===== src/rtl/decode_ctrl_stage_pkg.sv =====
// Shared decode definitions for the RV32IM ID stage: ALU control codes, opcodes,
// the decoded control bundle and the control truth table.
package decode_ctrl_stage_pkg;

  localparam int ALUCTRL_W = 5;

  localparam logic [ALUCTRL_W-1:0]
    ALUCTRL_ADD  = 5'd0,  ALUCTRL_SUB  = 5'd1,  ALUCTRL_SLL    = 5'd2,  ALUCTRL_SLT   = 5'd3,
    ALUCTRL_SLTU = 5'd4,  ALUCTRL_XOR  = 5'd5,  ALUCTRL_SRL    = 5'd6,  ALUCTRL_SRA   = 5'd7,
    ALUCTRL_OR   = 5'd8,  ALUCTRL_AND  = 5'd9,  ALUCTRL_BEQ    = 5'd10, ALUCTRL_BNE   = 5'd11,
    ALUCTRL_BLT  = 5'd12, ALUCTRL_BGE  = 5'd13, ALUCTRL_BLTU   = 5'd14, ALUCTRL_BGEU  = 5'd15,
    ALUCTRL_MUL  = 5'd16, ALUCTRL_MULH = 5'd17, ALUCTRL_MULHSU = 5'd18, ALUCTRL_MULHU = 5'd19,
    ALUCTRL_DIV  = 5'd20, ALUCTRL_DIVU = 5'd21, ALUCTRL_REM    = 5'd22, ALUCTRL_REMU  = 5'd23;

  localparam logic [6:0]
    OPC_LOAD   = 7'b0000011, OPC_OP_IMM = 7'b0010011, OPC_AUIPC = 7'b0010111,
    OPC_STORE  = 7'b0100011, OPC_OP     = 7'b0110011, OPC_LUI   = 7'b0110111,
    OPC_BRANCH = 7'b1100011, OPC_JALR   = 7'b1100111, OPC_JAL   = 7'b1101111;

  typedef enum logic {ST_IDLE, ST_BUSY} md_state_e;

  typedef struct packed {
    logic [ALUCTRL_W-1:0] alu_ctrl;
    logic branch, mem_read, mem_to_reg, mem_write, alu_src, reg_write;
    logic illegal, is_muldiv, use_rs1, use_rs2;
  } ctrl_t;

  function automatic logic [ALUCTRL_W-1:0] alu_op(input logic [2:0] f3, input logic alt);
    case (f3)
      3'b000:  return alt ? ALUCTRL_SUB : ALUCTRL_ADD;
      3'b001:  return ALUCTRL_SLL;
      3'b010:  return ALUCTRL_SLT;
      3'b011:  return ALUCTRL_SLTU;
      3'b100:  return ALUCTRL_XOR;
      3'b101:  return alt ? ALUCTRL_SRA : ALUCTRL_SRL;
      3'b110:  return ALUCTRL_OR;
      default: return ALUCTRL_AND;
    endcase
  endfunction

  function automatic ctrl_t decode(input logic [31:0] instr, input logic en_m);
    ctrl_t c;
    logic [2:0] f3;
    logic [6:0] f7;
    c  = '0;
    f3 = instr[14:12];
    f7 = instr[31:25];
    case (instr[6:0])
      OPC_OP: begin
        c.use_rs1 = 1'b1; c.use_rs2 = 1'b1; c.reg_write = 1'b1;
        if (f7 == 7'b0000001) begin
          if (en_m) begin
            c.is_muldiv = 1'b1;
            c.alu_ctrl  = ALUCTRL_MUL + ALUCTRL_W'(f3);
          end else c.illegal = 1'b1;
        end else if (f7 == 7'b0000000) c.alu_ctrl = alu_op(f3, 1'b0);
        else if (f7 == 7'b0100000 && (f3 == 3'b000 || f3 == 3'b101)) c.alu_ctrl = alu_op(f3, 1'b1);
        else c.illegal = 1'b1;
      end
      OPC_OP_IMM: begin
        c.use_rs1 = 1'b1; c.alu_src = 1'b1; c.reg_write = 1'b1;
        // shift-immediates carry funct7 in the upper immediate bits
        if (f3 == 3'b001) begin
          if (f7 == 7'b0000000) c.alu_ctrl = ALUCTRL_SLL; else c.illegal = 1'b1;
        end else if (f3 == 3'b101) begin
          if (f7 == 7'b0000000)      c.alu_ctrl = ALUCTRL_SRL;
          else if (f7 == 7'b0100000) c.alu_ctrl = ALUCTRL_SRA;
          else                       c.illegal  = 1'b1;
        end else c.alu_ctrl = alu_op(f3, 1'b0);
      end
      OPC_LOAD: begin
        if (f3 == 3'b011 || f3 == 3'b110 || f3 == 3'b111) c.illegal = 1'b1;
        c.use_rs1 = 1'b1; c.alu_src = 1'b1; c.mem_read = 1'b1; c.mem_to_reg = 1'b1; c.reg_write = 1'b1;
      end
      OPC_STORE: begin
        if (f3[2] || f3 == 3'b011) c.illegal = 1'b1;
        c.use_rs1 = 1'b1; c.use_rs2 = 1'b1; c.alu_src = 1'b1; c.mem_write = 1'b1;
      end
      OPC_BRANCH: begin
        if (f3 == 3'b010 || f3 == 3'b011) c.illegal = 1'b1;
        c.use_rs1 = 1'b1; c.use_rs2 = 1'b1; c.branch = 1'b1;
        c.alu_ctrl = (f3 == 3'b000) ? ALUCTRL_BEQ :
                     (f3 == 3'b001) ? ALUCTRL_BNE : ALUCTRL_BLT + ALUCTRL_W'(f3[1:0]);
      end
      OPC_JAL:  begin c.branch = 1'b1; c.alu_src = 1'b1; c.reg_write = 1'b1; end
      OPC_JALR: begin
        if (f3 != 3'b000) c.illegal = 1'b1;
        c.use_rs1 = 1'b1; c.branch = 1'b1; c.alu_src = 1'b1; c.reg_write = 1'b1;
      end
      OPC_LUI, OPC_AUIPC: begin c.alu_src = 1'b1; c.reg_write = 1'b1; end
      default: c.illegal = 1'b1;
    endcase
    if (c.illegal) begin
      c = '0;
      c.illegal = 1'b1;
    end
    if (instr[11:7] == 5'd0) c.reg_write = 1'b0;
    return c;
  endfunction

endpackage


===== src/rtl/decode_ctrl_stage_if.sv =====
// IF/ID -> ID -> ID/EX handshake bundle, plus the EX-side hazard/flush feedback.
interface decode_ctrl_stage_if #(parameter int XLEN = 32);
  import decode_ctrl_stage_pkg::*;

  logic                 in_valid, in_ready;
  logic [31:0]          in_instr;
  logic [XLEN-1:0]      in_pc;
  logic                 flush, ex_mem_read;
  logic [4:0]           ex_rd;
  logic                 out_valid, out_ready;
  logic [ALUCTRL_W-1:0] out_alu_ctrl;
  logic                 out_branch, out_mem_read, out_mem_to_reg, out_mem_write, out_alu_src, out_reg_write;
  logic [4:0]           out_rs1, out_rs2, out_rd;
  logic [XLEN-1:0]      out_imm, out_pc;
  logic                 out_illegal, muldiv_busy;

  modport master (
    output in_valid, in_instr, in_pc, flush, ex_mem_read, ex_rd, out_ready,
    input  in_ready, out_valid, out_alu_ctrl, out_branch, out_mem_read, out_mem_to_reg,
           out_mem_write, out_alu_src, out_reg_write, out_rs1, out_rs2, out_rd,
           out_imm, out_pc, out_illegal, muldiv_busy
  );

  modport slave (
    input  in_valid, in_instr, in_pc, flush, ex_mem_read, ex_rd, out_ready,
    output in_ready, out_valid, out_alu_ctrl, out_branch, out_mem_read, out_mem_to_reg,
           out_mem_write, out_alu_src, out_reg_write, out_rs1, out_rs2, out_rd,
           out_imm, out_pc, out_illegal, muldiv_busy
  );
endinterface


===== src/rtl/decode_ctrl_stage_imm_gen.sv =====
// Combinational immediate extractor: picks I/S/B/U/J layout from the opcode and
// sign-extends to XLEN; formats without an immediate yield 0.
module decode_ctrl_stage_imm_gen
  import decode_ctrl_stage_pkg::*;
#(
  parameter int XLEN = 32
) (
  input  logic [31:0]     instr,
  output logic [XLEN-1:0] imm
);
  logic signed [31:0] imm32;

  always_comb begin
    imm32 = '0;
    case (instr[6:0])
      OPC_LOAD, OPC_OP_IMM, OPC_JALR: imm32 = {{20{instr[31]}}, instr[31:20]};
      OPC_STORE:          imm32 = {{20{instr[31]}}, instr[31:25], instr[11:7]};
      OPC_BRANCH:         imm32 = {{20{instr[31]}}, instr[7], instr[30:25], instr[11:8], 1'b0};
      OPC_LUI, OPC_AUIPC: imm32 = {instr[31:12], 12'b0};
      OPC_JAL:            imm32 = {{12{instr[31]}}, instr[19:12], instr[20], instr[30:21], 1'b0};
      default:            imm32 = '0;
    endcase
  end

  // signed cast keeps the sign extension when XLEN is 64
  assign imm = XLEN'(imm32);
endmodule


===== src/rtl/decode_ctrl_stage.sv =====
// Registered RV32IM decode stage: decode into the ID/EX register with valid/ready
// on both sides, load-use stall, taken-branch flush and a MUL/DIV issue lock.
module decode_ctrl_stage
  import decode_ctrl_stage_pkg::*;
#(
  parameter int XLEN       = 32,
  parameter int MULDIV_LAT = 32,
  parameter bit EN_M       = 1'b1
) (
  input logic                clk,
  input logic                rst,
  decode_ctrl_stage_if.slave bus
);
  localparam int CNT_W = $clog2(MULDIV_LAT + 1);

  ctrl_t           dec;
  logic [XLEN-1:0] imm;
  logic [4:0]      rs1, rs2;
  logic            hazard, load_en, in_ready, fire, out_is_muldiv;
  md_state_e       state;
  logic [CNT_W-1:0] cnt;

  decode_ctrl_stage_imm_gen #(.XLEN(XLEN)) u_imm_gen (.instr(bus.in_instr), .imm(imm));

  assign dec = decode(bus.in_instr, EN_M);
  assign rs1 = (bus.in_instr[6:0] == OPC_LUI) ? 5'd0 : bus.in_instr[19:15];
  assign rs2 = bus.in_instr[24:20];

  // only registers the incoming op really reads can collide with a pending load
  assign hazard = bus.in_valid && bus.ex_mem_read && (bus.ex_rd != 5'd0) &&
                  ((dec.use_rs1 && bus.ex_rd == rs1) || (dec.use_rs2 && bus.ex_rd == rs2));
  assign load_en  = !bus.out_valid || bus.out_ready;
  assign in_ready = !hazard && (state != ST_BUSY) && load_en;
  assign fire     = bus.in_valid && in_ready;

  assign bus.in_ready    = in_ready;
  assign bus.muldiv_busy = (state == ST_BUSY);

  always_ff @(posedge clk) begin
    if (rst) begin
      bus.out_valid      <= 1'b0;
      bus.out_alu_ctrl   <= '0;
      bus.out_branch     <= 1'b0;
      bus.out_mem_read   <= 1'b0;
      bus.out_mem_to_reg <= 1'b0;
      bus.out_mem_write  <= 1'b0;
      bus.out_alu_src    <= 1'b0;
      bus.out_reg_write  <= 1'b0;
      bus.out_illegal    <= 1'b0;
      bus.out_rs1        <= '0;
      bus.out_rs2        <= '0;
      bus.out_rd         <= '0;
      bus.out_imm        <= '0;
      bus.out_pc         <= '0;
      out_is_muldiv      <= 1'b0;
    end else begin
      // a stall leaves fire low, so EX consuming the slot loads a bubble
      if (bus.flush)    bus.out_valid <= 1'b0;
      else if (load_en) bus.out_valid <= fire;
      if (fire && !bus.flush) begin
        bus.out_alu_ctrl   <= dec.alu_ctrl;
        bus.out_branch     <= dec.branch;
        bus.out_mem_read   <= dec.mem_read;
        bus.out_mem_to_reg <= dec.mem_to_reg;
        bus.out_mem_write  <= dec.mem_write;
        bus.out_alu_src    <= dec.alu_src;
        bus.out_reg_write  <= dec.reg_write;
        bus.out_illegal    <= dec.illegal;
        bus.out_rs1        <= rs1;
        bus.out_rs2        <= rs2;
        bus.out_rd         <= bus.in_instr[11:7];
        bus.out_imm        <= imm;
        bus.out_pc         <= bus.in_pc;
        out_is_muldiv      <= dec.is_muldiv;
      end
    end
  end

  always_ff @(posedge clk) begin
    if (rst || bus.flush) begin
      state <= ST_IDLE;
      cnt   <= '0;
    end else begin
      case (state)
        ST_IDLE:
          if (bus.out_valid && bus.out_ready && out_is_muldiv && MULDIV_LAT > 1) begin
            state <= ST_BUSY;
            cnt   <= CNT_W'(MULDIV_LAT - 1);
          end
        ST_BUSY:
          if (cnt <= CNT_W'(1)) begin
            state <= ST_IDLE;
            cnt   <= '0;
          end else cnt <= cnt - 1'b1;
        default: begin
          state <= ST_IDLE;
          cnt   <= '0;
        end
      endcase
    end
  end
endmodule

===== src/flat_wrapper.sv =====
// flat-port wrapper written by rule: the top's interface ports become plain ports
module decode_ctrl_stage_flat import decode_ctrl_stage_pkg::*;
#(
  parameter int XLEN       = 32,
  parameter int MULDIV_LAT = 32,
  parameter bit EN_M       = 1'b1
)
  (clk, rst, bus_in_valid, bus_in_instr, bus_in_pc, bus_flush, bus_ex_mem_read, bus_ex_rd, bus_out_ready, bus_in_ready, bus_out_valid, bus_out_alu_ctrl, bus_out_branch, bus_out_mem_read, bus_out_mem_to_reg, bus_out_mem_write, bus_out_alu_src, bus_out_reg_write, bus_out_rs1, bus_out_rs2, bus_out_rd, bus_out_imm, bus_out_pc, bus_out_illegal, bus_muldiv_busy);
  decode_ctrl_stage_if #(.XLEN(XLEN)) bus_i ();
  input logic clk;
  input logic rst;
  input wire logic [$bits(bus_i.in_valid)-1:0] bus_in_valid;
  input wire logic [$bits(bus_i.in_instr)-1:0] bus_in_instr;
  input wire logic [$bits(bus_i.in_pc)-1:0] bus_in_pc;
  input wire logic [$bits(bus_i.flush)-1:0] bus_flush;
  input wire logic [$bits(bus_i.ex_mem_read)-1:0] bus_ex_mem_read;
  input wire logic [$bits(bus_i.ex_rd)-1:0] bus_ex_rd;
  input wire logic [$bits(bus_i.out_ready)-1:0] bus_out_ready;
  output wire logic [$bits(bus_i.in_ready)-1:0] bus_in_ready;
  output wire logic [$bits(bus_i.out_valid)-1:0] bus_out_valid;
  output wire logic [$bits(bus_i.out_alu_ctrl)-1:0] bus_out_alu_ctrl;
  output wire logic [$bits(bus_i.out_branch)-1:0] bus_out_branch;
  output wire logic [$bits(bus_i.out_mem_read)-1:0] bus_out_mem_read;
  output wire logic [$bits(bus_i.out_mem_to_reg)-1:0] bus_out_mem_to_reg;
  output wire logic [$bits(bus_i.out_mem_write)-1:0] bus_out_mem_write;
  output wire logic [$bits(bus_i.out_alu_src)-1:0] bus_out_alu_src;
  output wire logic [$bits(bus_i.out_reg_write)-1:0] bus_out_reg_write;
  output wire logic [$bits(bus_i.out_rs1)-1:0] bus_out_rs1;
  output wire logic [$bits(bus_i.out_rs2)-1:0] bus_out_rs2;
  output wire logic [$bits(bus_i.out_rd)-1:0] bus_out_rd;
  output wire logic [$bits(bus_i.out_imm)-1:0] bus_out_imm;
  output wire logic [$bits(bus_i.out_pc)-1:0] bus_out_pc;
  output wire logic [$bits(bus_i.out_illegal)-1:0] bus_out_illegal;
  output wire logic [$bits(bus_i.muldiv_busy)-1:0] bus_muldiv_busy;
  assign bus_i.in_valid = bus_in_valid;
  assign bus_i.in_instr = bus_in_instr;
  assign bus_i.in_pc = bus_in_pc;
  assign bus_i.flush = bus_flush;
  assign bus_i.ex_mem_read = bus_ex_mem_read;
  assign bus_i.ex_rd = bus_ex_rd;
  assign bus_i.out_ready = bus_out_ready;
  assign bus_in_ready = bus_i.in_ready;
  assign bus_out_valid = bus_i.out_valid;
  assign bus_out_alu_ctrl = bus_i.out_alu_ctrl;
  assign bus_out_branch = bus_i.out_branch;
  assign bus_out_mem_read = bus_i.out_mem_read;
  assign bus_out_mem_to_reg = bus_i.out_mem_to_reg;
  assign bus_out_mem_write = bus_i.out_mem_write;
  assign bus_out_alu_src = bus_i.out_alu_src;
  assign bus_out_reg_write = bus_i.out_reg_write;
  assign bus_out_rs1 = bus_i.out_rs1;
  assign bus_out_rs2 = bus_i.out_rs2;
  assign bus_out_rd = bus_i.out_rd;
  assign bus_out_imm = bus_i.out_imm;
  assign bus_out_pc = bus_i.out_pc;
  assign bus_out_illegal = bus_i.out_illegal;
  assign bus_muldiv_busy = bus_i.muldiv_busy;
  decode_ctrl_stage #(.XLEN(XLEN), .MULDIV_LAT(MULDIV_LAT), .EN_M(EN_M)) u_core (.clk(clk), .rst(rst), .bus(bus_i));
endmodule

===== config.mk =====
export PLATFORM = sky130hd
export DESIGN_NAME = decode_ctrl_stage_flat
export DESIGN_NICKNAME = d
export VERILOG_FILES = /design/src/rtl/decode_ctrl_stage_pkg.sv /design/src/rtl/decode_ctrl_stage_if.sv /design/src/rtl/decode_ctrl_stage_imm_gen.sv /design/src/rtl/decode_ctrl_stage.sv /design/src/flat_wrapper.sv
export SDC_FILE = /design/constraint.sdc
export NUM_CORES = 1
export LEC_CHECK = 0
export CORE_ASPECT_RATIO = 2
export CORE_MARGIN = 5
export CORE_UTILIZATION = 42
export CTS_CLUSTER_SIZE = 8
export DETAILED_ROUTE_END_ITERATION = 10
export PLACE_DENSITY = 0.74
export SLEW_MARGIN = 20
export SYNTH_ARGS = -nofsm -noshare
export SYNTH_HDL_FRONTEND = slang
export SYNTH_SLANG_ARGS = --single-unit
export TNS_END_PERCENT = 50

===== constraint.sdc =====
create_clock -name clk -period 8.4 [get_ports clk]
set_input_delay 2.52 -clock clk [delete_from_list [all_inputs] [get_ports clk]]
set_output_delay 2.52 -clock clk [all_outputs]
set_load 0.01 [all_outputs]

==> impl_metrics.ini <==
[timing]
drv_slew = 0
hold_slack_ns = 0.476
rsz0062_at_grt = false
hold_viol = 0
slew_headroom = 0.340
clock_skew_ns = 0.00861
fmax_mhz = 129
setup_viol = 0
fin_crit_ns = 7.75
fin_ws_ns = 0.646
tns_ns = 0
fin_crit_sh = 0.923
worst_pin_slew_ns = 0.988

[layout]
area_growth_pct = 41.1
mostFrequentLayoutCells = 167 x clkdlybuf4s50_1, 98 x dfxtp_1, 96 x a21oi_1
fill_cells = 1084
num-nets-final = 820
seq_area_mm2 = 0.00196
reg.largest.list = u_core.bus.out_imm: 32 flops, u_core.bus.out_pc: 32 flops, u_core.cnt: 6 flops
drive_above_1_share = 0.0535
multiInputGateArea_mm2 = 0.00266
postLayoutCellArea_mm2 = 0.00695
layout_commonest_cell = clkdlybuf4s50_1

[cts]
ctsHoldBuffers = 0
clkTransAtPathRegs_ns = 0.07
ctsLongestPathBuffers = 2
post_cts_buffers = 0
clockRootBuffer = clkbuf_16
clk_latency_ns = 0.35
cts_made_buffers = 9
cts_resized = 0
cts_tree = yes
cts_max_level = 3
clock_sinks = 98

[status]
status = finished, final reports clean

[pwr]
power_density_mw_per_mm2 = 163
pwr-share-comb = 0.163
power.internal_uw = 841
p_sw_frac = 0.256
leakagePower_nw = 2.32
p_sw_uw = 290
irDropWorstVdd_mv = 0.116
power_mw = 1.13
p_seq_frac = 0.436
pwr-share-clk = 0.401

[grt]
antenna_found_initial = 1
grt_max_degree = 53
overflow = 0
grt_use_total = 0.262
grt_pass1_wl_um = 28800
grt_pass1_vias = 5361

[floorplanning]
fp.dieH_um = 163
die_area_mm2 = 0.0141
start_util = 0.424
ios = 169
core-area_mm2 = 0.0116
num_rows = 56
die_w_um = 86.6

[hold_path]
hold_class = reg -> reg

[worst_setup_path]
cp_max_fo = 15
crit_type = in -> out
worstSetupEndpointType = output pin
cp_data_arrival_time_ns = 5.23
crit_slowest_cell = clkdlybuf4s50_1
crit_top_cell = clkdlybuf4s50_1
cp_slowest_stage_delay_ns = 0.69
cp_data_required_time_ns = 5.88
r2r_setup_slack_ns = 6.32
start_kind = input port
crit_chain = clkdlybuf4s50_1 > and4bb_1 > nand3_1 > a311oi_1 > nand4bb_2 > o21ba_4 > nor3_1 > clkdlybuf4s50_1

[place]
place_congestion = 0.947
placedInstanceArea_mm2 = 0.00660
post-dp-hpwl_um = 14000
portBuffers = 168
dp_slack_ns = 0.656

[yosys]
syn-num-nets = 692
ys_ff_latch = 98
ys_warn_count = 0
ys_seq_area_frac = 0.398
synth_ff_type = dfxtp_1
synth-edff-count = 0
yosys.area.top_type = dfxtp_1
synth.avg_cell_area_um2 = 8.01
synthArstFlopShare = 0
synthTopCellsByArea = dfxtp_1 40%, a21oi_1 9.8%, o21ai_0 7.0%
synthCells = 615
synthDistinctLibCells = 67
syn-cell-area_mm2 = 0.00493
synth_top_area_frac = 0.398

[routing]
dr_total_vias = 5358
ant_nets = 0
finalWirelength_um = 18600
drc_errors = 0
drt_iter0_markers = 378
drt-pass1-iter-count = 5
avgViaCountPerCell = 5.99
drt-wirelength-per-cell_um = 20.8

[job]
maxCapViolations = 0
routing by layer:
metal / track usage / vias to the layer above / routed length (µm)
li1: - / 2519 / -
met1: 0.276 / 2558 / 6280
met2: 0.472 / 215 / 10100
met3: 0.0374 / 66 / 880
met4: 0.172 / 0 / 1290
met5: 0 / - / 0
area by class of cell:
cell class,instances,area share
clock inverter,6,0.0139
tap,145,0.0261
inverter,15,0.00810
multi-input combinational,442,0.383
clock buffer,10,0.0329
timing repair buffer,177,0.254
sequential,98,0.282
antenna,1,0.000360
power groups by stage:
stage	clock network, mW	logic [mW]	registers [mW]
2_1_floorplan	0	0.0714	0.511
3_3_place_gp	0	0.180	0.503
3_5_place_dp	0	0.182	0.504
4_1_cts	0.460	0.182	0.493
5_1_grt	0.482	0.197	0.495
6_report	0.453	0.184	0.493
synth_stat cells, drive strengths merged, types with 2 or more instances:
cell type   n
nand2      19
o22ai       2
buf        24
a31oi       3
o221ai      2
nand3      49
nand2b     27
or2         2
o21ai      71
o211a       8
o211ai      3
o21bai      2
nor2       30
ha          2
a21oi      96
and3        3
or3         3
and3b       2
clkbuf     36
a211oi     28
a311oi      4
a32oi       2
a22o        2
o31ai       2
nand4      15
a2111oi     3
xnor2       5
dfxtp      98
o311ai      2
a22oi       4
nor2b       3
nor4        2
nor3       18
inv        15
mux2i       8
cells by family after synthesis:
| group | synth area share |
|---|---|
| AO/OA/AOI/OAI | 0.298 |
| XOR/XNOR | 0.0107 |
| adder cells (fa/ha/maj) | 0.00711 |
| buffers and inverters | 0.0650 |
| flip-flops | 0.398 |
| multiplexers | 0.0163 |
| AND/OR/NAND/NOR | 0.205 |
through the flow:
stage          utilization  std cells
6_report             0.598        894
5_1_grt              0.598        894
4_1_cts              0.595        892
3_5_place_dp         0.567        876
3_3_place_gp         0.567        876
2_1_floorplan            -        615
final timing paths:
path	startpoint	end	cells past startpoint
hold / removal	u_core.bus.out_rs1[1]$_SDFFE_PP0P_	u_core.bus.out_rs1[1]$_SDFFE_PP0P_	2
setup reg to reg	u_core.bus.muldiv_busy$_SDFF_PP0_	u_core.bus.out_imm[1]$_SDFFE_PP0P_	4
hold reg to reg	u_core.bus.out_rs1[1]$_SDFFE_PP0P_	u_core.bus.out_rs1[1]$_SDFFE_PP0P_	2
setup / recovery	bus_in_instr[2]	bus_in_ready	8
critical path: cells and delay by family:
family,cells,cell delay [ns]
AOI/OAI and AO/OA,2,0.41
buffers and inverters,2,1.26
and+or+nand+nor,4,1.04
Note: power is estimated with default switching activity, not from simulation.
